==> src/rtl/mem_port_arbiter.sv <==
// Arbiter sharing one memory port between IF, MR and MW requesters (MW > MR > IF).
// Optional fetch anti-starvation aging enabled with `define ARB_FETCH_AGE_EN.
module mem_port_arbiter #(
   parameter int ADDR_W    = 32,
   parameter int DATA_W    = 32,
   parameter int AGE_LIMIT = 4
) (
   input  logic              clk,
   input  logic              r,
   input  logic              if_req,
   input  logic [ADDR_W-1:0] if_addr,
   input  logic              if_cancel,
   input  logic              mr_req,
   input  logic [ADDR_W-1:0] mr_addr,
   input  logic              mw_req,
   input  logic [ADDR_W-1:0] mw_addr,
   input  logic [DATA_W-1:0] mw_wdata,
   output logic              if_done,
   output logic              mr_done,
   output logic              mw_done,
   output logic [DATA_W-1:0] rdata,
   output logic              mem_req,
   output logic              mem_we,
   output logic [ADDR_W-1:0] mem_addr,
   output logic [DATA_W-1:0] mem_wdata,
   input  logic [DATA_W-1:0] mem_rdata,
   input  logic              mem_done
);

   typedef enum logic [1:0] {S_IDLE, S_BUSY, S_RESP} state_t;
   typedef enum logic [1:0] {OWN_NONE, OWN_IF, OWN_MR, OWN_MW} owner_t;

   state_t            state_q;
   owner_t            owner_q;
   owner_t            grant_d;
   logic              cancel_q;
   logic              mem_req_q;
   logic              mem_we_q;
   logic [ADDR_W-1:0] mem_addr_q;
   logic [DATA_W-1:0] mem_wdata_q;
   logic [DATA_W-1:0] rdata_q;
   logic              if_done_q;
   logic              mr_done_q;
   logic              mw_done_q;
   logic              if_elig;

   assign if_elig = if_req & ~if_cancel;

`ifdef ARB_FETCH_AGE_EN
   localparam int AW = $clog2(AGE_LIMIT + 1);
   localparam logic [AW-1:0] AGE_MAX = AW'(AGE_LIMIT);

   logic [AW-1:0] age_q;

   always_comb begin
      grant_d = OWN_NONE;
      if (if_elig && (age_q == AGE_MAX)) grant_d = OWN_IF;
      else if (mw_req)                   grant_d = OWN_MW;
      else if (mr_req)                   grant_d = OWN_MR;
      else if (if_elig)                  grant_d = OWN_IF;
   end

   always_ff @(posedge clk or negedge r) begin
      if (!r) begin
         age_q <= '0;
      end else if (!if_req || if_cancel) begin
         age_q <= '0;
      end else if (state_q == S_IDLE) begin
         if (grant_d == OWN_IF)    age_q <= '0;
         else if (age_q != AGE_MAX) age_q <= age_q + AW'(1);
      end
   end
`else
   if (AGE_LIMIT < 1) begin : g_age_limit_invalid
   end

   always_comb begin
      grant_d = OWN_NONE;
      if (mw_req)       grant_d = OWN_MW;
      else if (mr_req)  grant_d = OWN_MR;
      else if (if_elig) grant_d = OWN_IF;
   end
`endif

   always_ff @(posedge clk or negedge r) begin
      if (!r) begin
         state_q     <= S_IDLE;
         owner_q     <= OWN_NONE;
         cancel_q    <= 1'b0;
         mem_req_q   <= 1'b0;
         mem_we_q    <= 1'b0;
         mem_addr_q  <= '0;
         mem_wdata_q <= '0;
         rdata_q     <= '0;
         if_done_q   <= 1'b0;
         mr_done_q   <= 1'b0;
         mw_done_q   <= 1'b0;
      end else begin
         if_done_q <= 1'b0;
         mr_done_q <= 1'b0;
         mw_done_q <= 1'b0;
         case (state_q)
            S_IDLE: begin
               cancel_q <= 1'b0;
               if (grant_d != OWN_NONE) begin
                  owner_q   <= grant_d;
                  mem_req_q <= 1'b1;
                  mem_we_q  <= (grant_d == OWN_MW);
                  state_q   <= S_BUSY;
                  case (grant_d)
                     OWN_MW: begin
                        mem_addr_q  <= mw_addr;
                        mem_wdata_q <= mw_wdata;
                     end
                     OWN_MR:  mem_addr_q <= mr_addr;
                     default: mem_addr_q <= if_addr;
                  endcase
               end
            end
            S_BUSY: begin
               if ((owner_q == OWN_IF) && if_cancel) cancel_q <= 1'b1;
               if (mem_done) begin
                  mem_req_q <= 1'b0;
                  state_q   <= S_RESP;
                  case (owner_q)
                     OWN_MW: mw_done_q <= 1'b1;
                     OWN_MR: begin
                        mr_done_q <= 1'b1;
                        rdata_q   <= mem_rdata;
                     end
                     OWN_IF: begin
                        // a cancel seen on the completion cycle counts as well
                        if (!(cancel_q || if_cancel)) begin
                           if_done_q <= 1'b1;
                           rdata_q   <= mem_rdata;
                        end
                     end
                     default: ;
                  endcase
               end
            end
            S_RESP: begin
               state_q  <= S_IDLE;
               owner_q  <= OWN_NONE;
               cancel_q <= 1'b0;
            end
            default: state_q <= S_IDLE;
         endcase
      end
   end

   // a redirect arriving in the response cycle still squashes the fetch
   assign if_done   = if_done_q & ~if_cancel;
   assign mr_done   = mr_done_q;
   assign mw_done   = mw_done_q;
   assign rdata     = rdata_q;
   assign mem_req   = mem_req_q;
   assign mem_we    = mem_we_q;
   assign mem_addr  = mem_addr_q;
   assign mem_wdata = mem_wdata_q;

endmodule

==> config.mk <==
export PLATFORM = sky130hd
export DESIGN_NAME = mem_port_arbiter
export DESIGN_NICKNAME = d
export VERILOG_FILES = /design/src/rtl/mem_port_arbiter.sv
export SDC_FILE = /design/constraint.sdc
export NUM_CORES = 1
export LEC_CHECK = 0
export ABC_AREA = 1
export BUFFER_PORTS_ARGS = -buffer_cell sky130_fd_sc_hd__buf_4
export CAP_MARGIN = 20
export CORE_MARGIN = 5
export CORE_UTILIZATION = 48
export DETAILED_ROUTE_END_ITERATION = 16
export PLACE_DENSITY_LB_ADDON = 0.12
export SLEW_MARGIN = 5
export SYNTH_ARGS = -nofsm -noshare
export SYNTH_HDL_FRONTEND = slang
export SYNTH_SLANG_ARGS = --single-unit
==> constraint.sdc <==
create_clock -name clk -period 2.65 [get_ports clk]
set_clock_uncertainty 0.05 [all_clocks]
set_input_delay 0.265 -clock clk [delete_from_list [all_inputs] [get_ports clk]]
set_output_delay 0.265 -clock clk [all_outputs]
set_load 0.02 [all_outputs]
==> run summary, run 1 <==
* **Slew Limit Headroom** 0.204
* **io pins** 268
* **number of hold buffers added after CTS** 1
* **Netlist Area Pre-Place** 0.00493 mm2
* **run status** complete, no violations
* **Switching Fraction** 0.428
* **core box area** 0.0102 mm2
* **Synth-to-Final Area Change** 45.0%
* **share of final-layout standard cells stronger than drive strength 1** 0.350
* **share of the cycle needed by the critical path after routing** 0.753
* **Detailed Route Iter0 Violations** 399
* **filler cell count** 861
* **Max Buffers Root-to-Sink** 2
* **initial antenna violation count** 0
* **number of buffers inserted by post-CTS setup repair** 0
* **number of iterations in the first detailed-routing pass** 5
* **post-DP HPWL** 11400 um
* **vias in the first global route** 4891
* **clock edge transition at the registers on the reported setup and hold paths** 90 ps
* **placed inst area** 0.00694 mm2
* **post-detailed-route count of antenna-violating nets** 0
* **type of the worst setup path** reg -> reg
* **remaining design rule violation count** 0
* **largest net degree at the start of global routing** 46
* **path type of the worst min-delay path** in -> reg
* **final hold violations** 0
* **Max FO, Critical Path** 32
* **number of port buffers** 267
* **final setup vio count** 0
* **routability-driven placement congestion ratio** 0.862
* **clock network latency to the later pin of the worst-skew pair** 350 ps
* **Netlist cell types** 23
* **count of final max-slew check failures** 0
* **ranking of synthesized cells by area** dfrtp_1, nand2_1, nand3_1, nand4_1, inv_1
* **number of buffers created by CTS** 9
* **total non-filler cell area in the finished layout** 0.00715 mm2
* **root buffer cell** clkbuf_8
* **number of nets produced by synthesis** 779
* **cell family with most CP delay** simple AND/OR/NAND/NOR gates
* **number of placement rows** 37
* **Antenna Cells** 0
* **overall routing resource usage** 0.239
* **Top cell by count, worst path** nand2_1
* **max-capacitance violation count** 0
* **power density over cell area** 1060 mW/mm2
* **cells along the critical path** inv_1 -> nor2_1 -> nand2_1 -> nand4_1 -> nand2_1
* **die footprint** 0.0124 mm2
* **count of yosys warnings during synthesis** 0
* **x dimension of the die** 111 um
* **actual transition at the worst max-transition pin** 1190 ps
* **Clk pwr share** 0.130
* **FF+latch count, synth** 106
* **global-route wire length before repair** 24300 um
* **share of the yosys chip area belonging to registers** 0.538
* **number of levels the H-tree was split into** 3
* **share of total power in combinational logic** 0.502
* **final critical-path required period** 1990 ps
* **Net Switching** 3.25 mW
* **leakage power** 4.06 nW
* **DR vias** 4967
* **worst setup slack after layout** 655 ps
* **data arrival at the endpoint of the critical path** 2170 ps
* **via count normalized by instance count** 4.96
* **setup repair after global routing missed its margin** false
* **clk sink count** 106
* **Max stage delay cell, worst path** nand2_1
* **CP bufs+invs** 1
* **CP required** 2830 ps
* **worst vdd ir** 0.484 mV
* **wire length after detailed routing** 14900 um
* **mean post-synth cell area** 8.06 um2
* **total negative slack** 0 ps
* **TritonCTS clock tree** built
* **height of the chip** 111 um
* **longest individual stage delay on the worst path** 710 ps
* **effective utilization at floorplan** 0.484
* **post_cts resized** 0
* **utilization after layout** 0.702
* **share of the synthesized area in the top cell type** 0.538
* **pre-CTS setup slack** 518 ps
* **type of origin of the critical path** register
* **Nets** 1027
* **Register-to-Register Setup Slack** 660 ps
* **drt wl/cell** 14.9 um
* **synthesized instance count** 612
* **maximum clock frequency** 501 MHz
* **internal power consumption** 4.34 mW
* **part of the power in registers** 0.367
* **endpoint type of the worst setup path** register
* **largest area contributor in the synthesized netlist** dfrtp_1
* **residual overflow from global routing** 0
==> path summary, 6_finish.rpt <==
check / from / endpoint / depth (start not counted)
worst min-delay path: mem_done / state_q[0] / 2
max in group asynchronous: r / rdata[12] / 3
min in group asynchronous: r / rdata[10] / 2
worst max register to register: owner_q[0] / rdata[7] / 5
worst min register to register: mem_req / mem_req / 2
worst max-delay path: owner_q[0] / rdata[7] / 5
==> power by group through the flow <==
| stage | sequential (mW) | clock (mW) | combinational [mW] |
|---|---|---|---|
| 6_report | 2.79 | 0.990 | 3.81 |
| 3_5_place_dp | 2.80 | 0 | 3.85 |
| 4_1_cts | 2.79 | 1.02 | 3.85 |
| 3_3_place_gp | 2.78 | 0 | 3.77 |
| 5_1_grt | 2.88 | 1.09 | 4.13 |
| 2_1_floorplan | 3.59 | 0 | 1.35 |
==> synthesized netlist by cell type, drive strengths merged <==
cell / count
buf: 29
clkbuf: 9
dfrtp: 106
inv: 46
nand2: 276
nand3: 68
nand3b: 1
nand4: 32
nor2: 9
nor3: 1
o21ai: 35
==> flip-flops by register name, summed over array words and instances, names as in the netlist <==
signal,cells
cancel_q,1
owner_q,2
mem_addr,32
mw_done,1
rdata,32
if_done_q,1
mem_req,1
mem_we,1
state_q,2
mem_wdata,32
mr_done,1
==> layout by cell type (no fill, tap or decap) <==
cell           synthesis  routed
clkinv_2               0       1
nand3_1               67      67
nand2_1              274     274
nand4_1               32      32
nor3_1                 1       1
nor2_4                 2       2
dlygate4sd3_1          0       1
nand2_4                2       2
o21ai_0                3       3
nor2_1                 5       5
buf_4                  3     273
nor2_8                 1       1
dfrtp_1              106     106
nand3_2                1       1
nand3b_1               1       1
bufinv_16              0       1
inv_1                 44      44
buf_12                 0       1
o21ai_1               25      25
clkbuf_1               8       3
o21ai_2                7       7
inv_2                  2       2
clkbuf_8               0      11
nor2_2                 1       1
==> per-layer routing <==
metal	routed length (um)	up-vias	track usage
met1	6140	2266	0.313
met5	0	-	0
met4	408	0	0.0933
met3	1280	30	0.0647
met2	7120	235	0.380
li1	-	2436	-
==> cell families after synthesis <==
| group | Yosys count | share of synthesized area |
|---|---|---|
| AOI/OAI and AO/OA | 35 | 0.0408 |
| buffers and inverters | 84 | 0.0814 |
| DFF | 106 | 0.538 |
| and+or+nand+nor | 387 | 0.340 |
==> worst reg2reg max path: cells and delay by family, from the launching register on <==
kind / cells / cell delay, ps
flip-flops: 1 / 410
AND/OR/NAND/NOR: 4 / 1330
buffers and inverters: 1 / 90
==> per-stage QoR <==
step                power [mW]  hold WS [ps]  instances
floorplan                 4.94         -80.6        612
global placement          6.56           212        984
detailed placement        6.65           223        984
CTS                       7.66          71.1       1001
global route              8.11          82.3       1001
finish                    7.59          85.1       1001
==> cell type report <==
class,count,area (um2),share of cell area
Sequential cell,106,2650,0.371
Multi-Input combinational cell,422,1880,0.263
Clock buffer,14,163,0.0227
Tap cell,136,170,0.0238
Clock inverter,2,35.0,0.00490
Inverter,46,173,0.0241
Timing Repair Buffer,275,2080,0.291
Note: power is estimated with default switching activity, not from simulation.
==> inputs of run 2 (changes only) <==
--- a/config.mk
+++ b/config.mk
@@ -9,7 +9,7 @@
 export BUFFER_PORTS_ARGS = -buffer_cell sky130_fd_sc_hd__buf_4
 export CAP_MARGIN = 20
 export CORE_MARGIN = 5
-export CORE_UTILIZATION = 48
+export CORE_UTILIZATION = 41
 export DETAILED_ROUTE_END_ITERATION = 16
 export PLACE_DENSITY_LB_ADDON = 0.12
 export SLEW_MARGIN = 5
==> constraint.sdc (replaced) <==
create_clock -name clk -period 1.7 [get_ports clk]
set_clock_uncertainty 0.05 [all_clocks]
set_input_delay 0.17 -clock clk [delete_from_list [all_inputs] [get_ports clk]]
set_output_delay 0.17 -clock clk [all_outputs]
set_load 0.02 [all_outputs]
==> run 2 against run 1 <==
Compared with the run above:
- core utilization shrank 8.3 points
- hold slack lost 58 ps
- clock power rose by 120%
- design area increased by 3.2%
- critical endpoint is now mem_addr[22]
- register-to-register slack got worse by 410 ps
- sequential power grew 56%
- first-iteration DRC count rose by 3.8%
- sequential cell count unchanged
- sequential share of layout area decreased by 1.1 points
- power up 64%
==> run summary, run 2 (synthesized netlist as in run 1, its figures left out) <==
* **run status** complete, no violations
* **utilization after layout** 0.619
* **DR vias** 4980
* **filler cell count** 1070
* **leakage power** 4.16 nW
* **Register-to-Register Setup Slack** 240 ps
* **Max Buffers Root-to-Sink** 2
* **power density over cell area** 1690 mW/mm2
* **core box area** 0.0119 mm2
* **Max FO, Critical Path** 32
* **clock edge transition at the registers on the reported setup and hold paths** 80 ps
* **global-route wire length before repair** 23700 um
* **routability-driven placement congestion ratio** 0.821
* **io pins** 268
* **share of final-layout standard cells stronger than drive strength 1** 0.359
* **Top cell by count, worst path** nand2_1
* **max-capacitance violation count** 0
* **data arrival at the endpoint of the critical path** 1680 ps
* **share of the cycle needed by the critical path after routing** 0.856
* **number of port buffers** 267
* **CP required** 1920 ps
* **Max stage delay cell, worst path** dfrtp_1
* **count of cells along the worst register-to-register path** 5
* **post-detailed-route count of antenna-violating nets** 0
* **wire length after detailed routing** 14900 um
* **post_cts resized** 0
* **x dimension of the die** 120 um
* **type of origin of the critical path** register
* **height of the chip** 120 um
* **depth of the worst hold-timing path** 3
* **cells along the critical path** nor2_2 -> nand2_4 -> inv_2 -> nand2_1 -> nand2_1
* **critical hold path startpoint** mem_rdata[16]
* **overall routing resource usage** 0.203
* **commonest cells after routing, fill and taps aside** buf_4, nand2_1, dfrtp_1
* **number of levels the H-tree was split into** 3
* **clock network latency to the later pin of the worst-skew pair** 330 ps
* **effective utilization at floorplan** 0.414
* **clk sink count** 106
* **initial antenna violation count** 0
* **number of placement rows** 40
* **root buffer cell** clkbuf_16
* **endpoint type of the worst setup path** register
* **drt wl/cell** 14.6 um
* **final cell count without fillers** 1020
* **setup repair after global routing missed its margin** false
* **number of iterations in the first detailed-routing pass** 4
* **longest individual stage delay on the worst path** 420 ps
* **number of buffers inserted by post-CTS setup repair** 0
* **maximum clock frequency** 687 MHz
* **Nets** 1035
* **final-layout worst hold slack** 26.6 ps
* **Synth-to-Final Area Change** 49.6%
* **r2r endpoint** mem_addr[22]
* **Slew Limit Headroom** 0.657
* **remaining design rule violation count** 0
* **path type of the worst min-delay path** in -> reg
* **die footprint** 0.0143 mm2
* **final setup vio count** 0
* **via count normalized by instance count** 4.88
* **Antenna Cells** 0
* **post-placement cell count** 1002
* **vias in the first global route** 4873
* **TritonCTS clock tree** built
* **final critical-path required period** 1460 ps
* **Detailed Route Iter0 Violations** 414
* **type of the worst setup path** reg -> reg
* **most common cell after layout, fill and taps aside** buf_4
* **count of final max-slew check failures** 0
* **largest net degree at the start of global routing** 66
* **worst vdd ir** 0.717 mV
* **final hold violations** 0
* **endpoint of the worst hold-timing path** rdata[16]
* **Reg2Reg Launch Point** state_q[1]
* **total negative slack** 0 ps
* **residual overflow from global routing** 0
* **actual transition at the worst max-transition pin** 514 ps
* **total power** 12.5 mW
* **post-DP HPWL** 11200 um
* **number of buffers created by CTS** 9
[run 2: cell count changes in the layout (fill, tap and decap cells not counted), moves of 2 or more]
cell | before | now
clkbuf_1 | 3 | 0
buf_4 | 273 | 277
buf_12 | 1 | 4
clkinv_4 | 0 | 2
inv_6 | 0 | 2
clkbuf_8 | 11 | 1
clkbuf_16 | 0 | 9
[run 2: final cells by class]
type / count / area (um2) / area share
Clock inverter: 6 / 72.6 / 0.00984
Inverter: 46 / 173 / 0.0234
Tap cell: 147 / 184 / 0.0249
Timing Repair Buffer: 283 / 2180 / 0.295
Sequential cell: 106 / 2650 / 0.360
Multi-Input combinational cell: 422 / 1880 / 0.255
Clock buffer: 10 / 239 / 0.0324
[run 2: layer usage]
metal | up-vias | track usage | routed length [um]
met2 | 204 | 0.350 | 7390
li1 | 2455 | - | -
met4 | 0 | 0.0644 | 262
met3 | 15 | 0.0589 | 1310
met1 | 2306 | 0.245 | 5900
met5 | - | 0 | 0
[run 2: stage by stage]
| step | instance area [um2] | worst slack, ps |
|---|---|---|
| final | 7380 | 245 |
| after global routing | 7380 | 150 |
| after CTS | 7380 | 231 |
| after detailed placement | 7050 | 256 |
| after global placement | 7050 | 325 |
| after floorplan | 4930 | 449 |
[run 2: worst max-delay path, delay by kind of cell, from the launching register on]
kind                   cells  cell delay [ps]
AND/OR/NAND/NOR            4              540
flip-flops                 1              420
buffers and inverters      1              390
[run 2: what timing repair did]
action / CTS / global route
endpoints found under the setup margin: 0 / 0
hold buffers: 2 / 0
endpoints found under the hold margin: 107 / 0
[run 2: worst max-delay path by stage]
stage               startpoint  cells past startpoint       endpoint  slack (ps)
global placement    state_q[1]                      5    mem_addr[6]         320
finish              state_q[1]                      5   mem_addr[22]         240
global route        state_q[1]                      5   mem_addr[22]         150
CTS                 state_q[1]                      5   mem_addr[22]         230
floorplan           state_q[1]                      6  mem_wdata[10]         450
detailed placement  state_q[1]                      5   mem_addr[24]         260
[run 2: report_power, final]
part,internal [mW],leakage (nW),total (mW),switching (mW)
clock,1.20,0.150,2.13,0.934
sequential,3.66,1.33,4.34,0.683
combinational,2.43,2.69,6.00,3.56
total,7.29,4.16,12.5,5.18
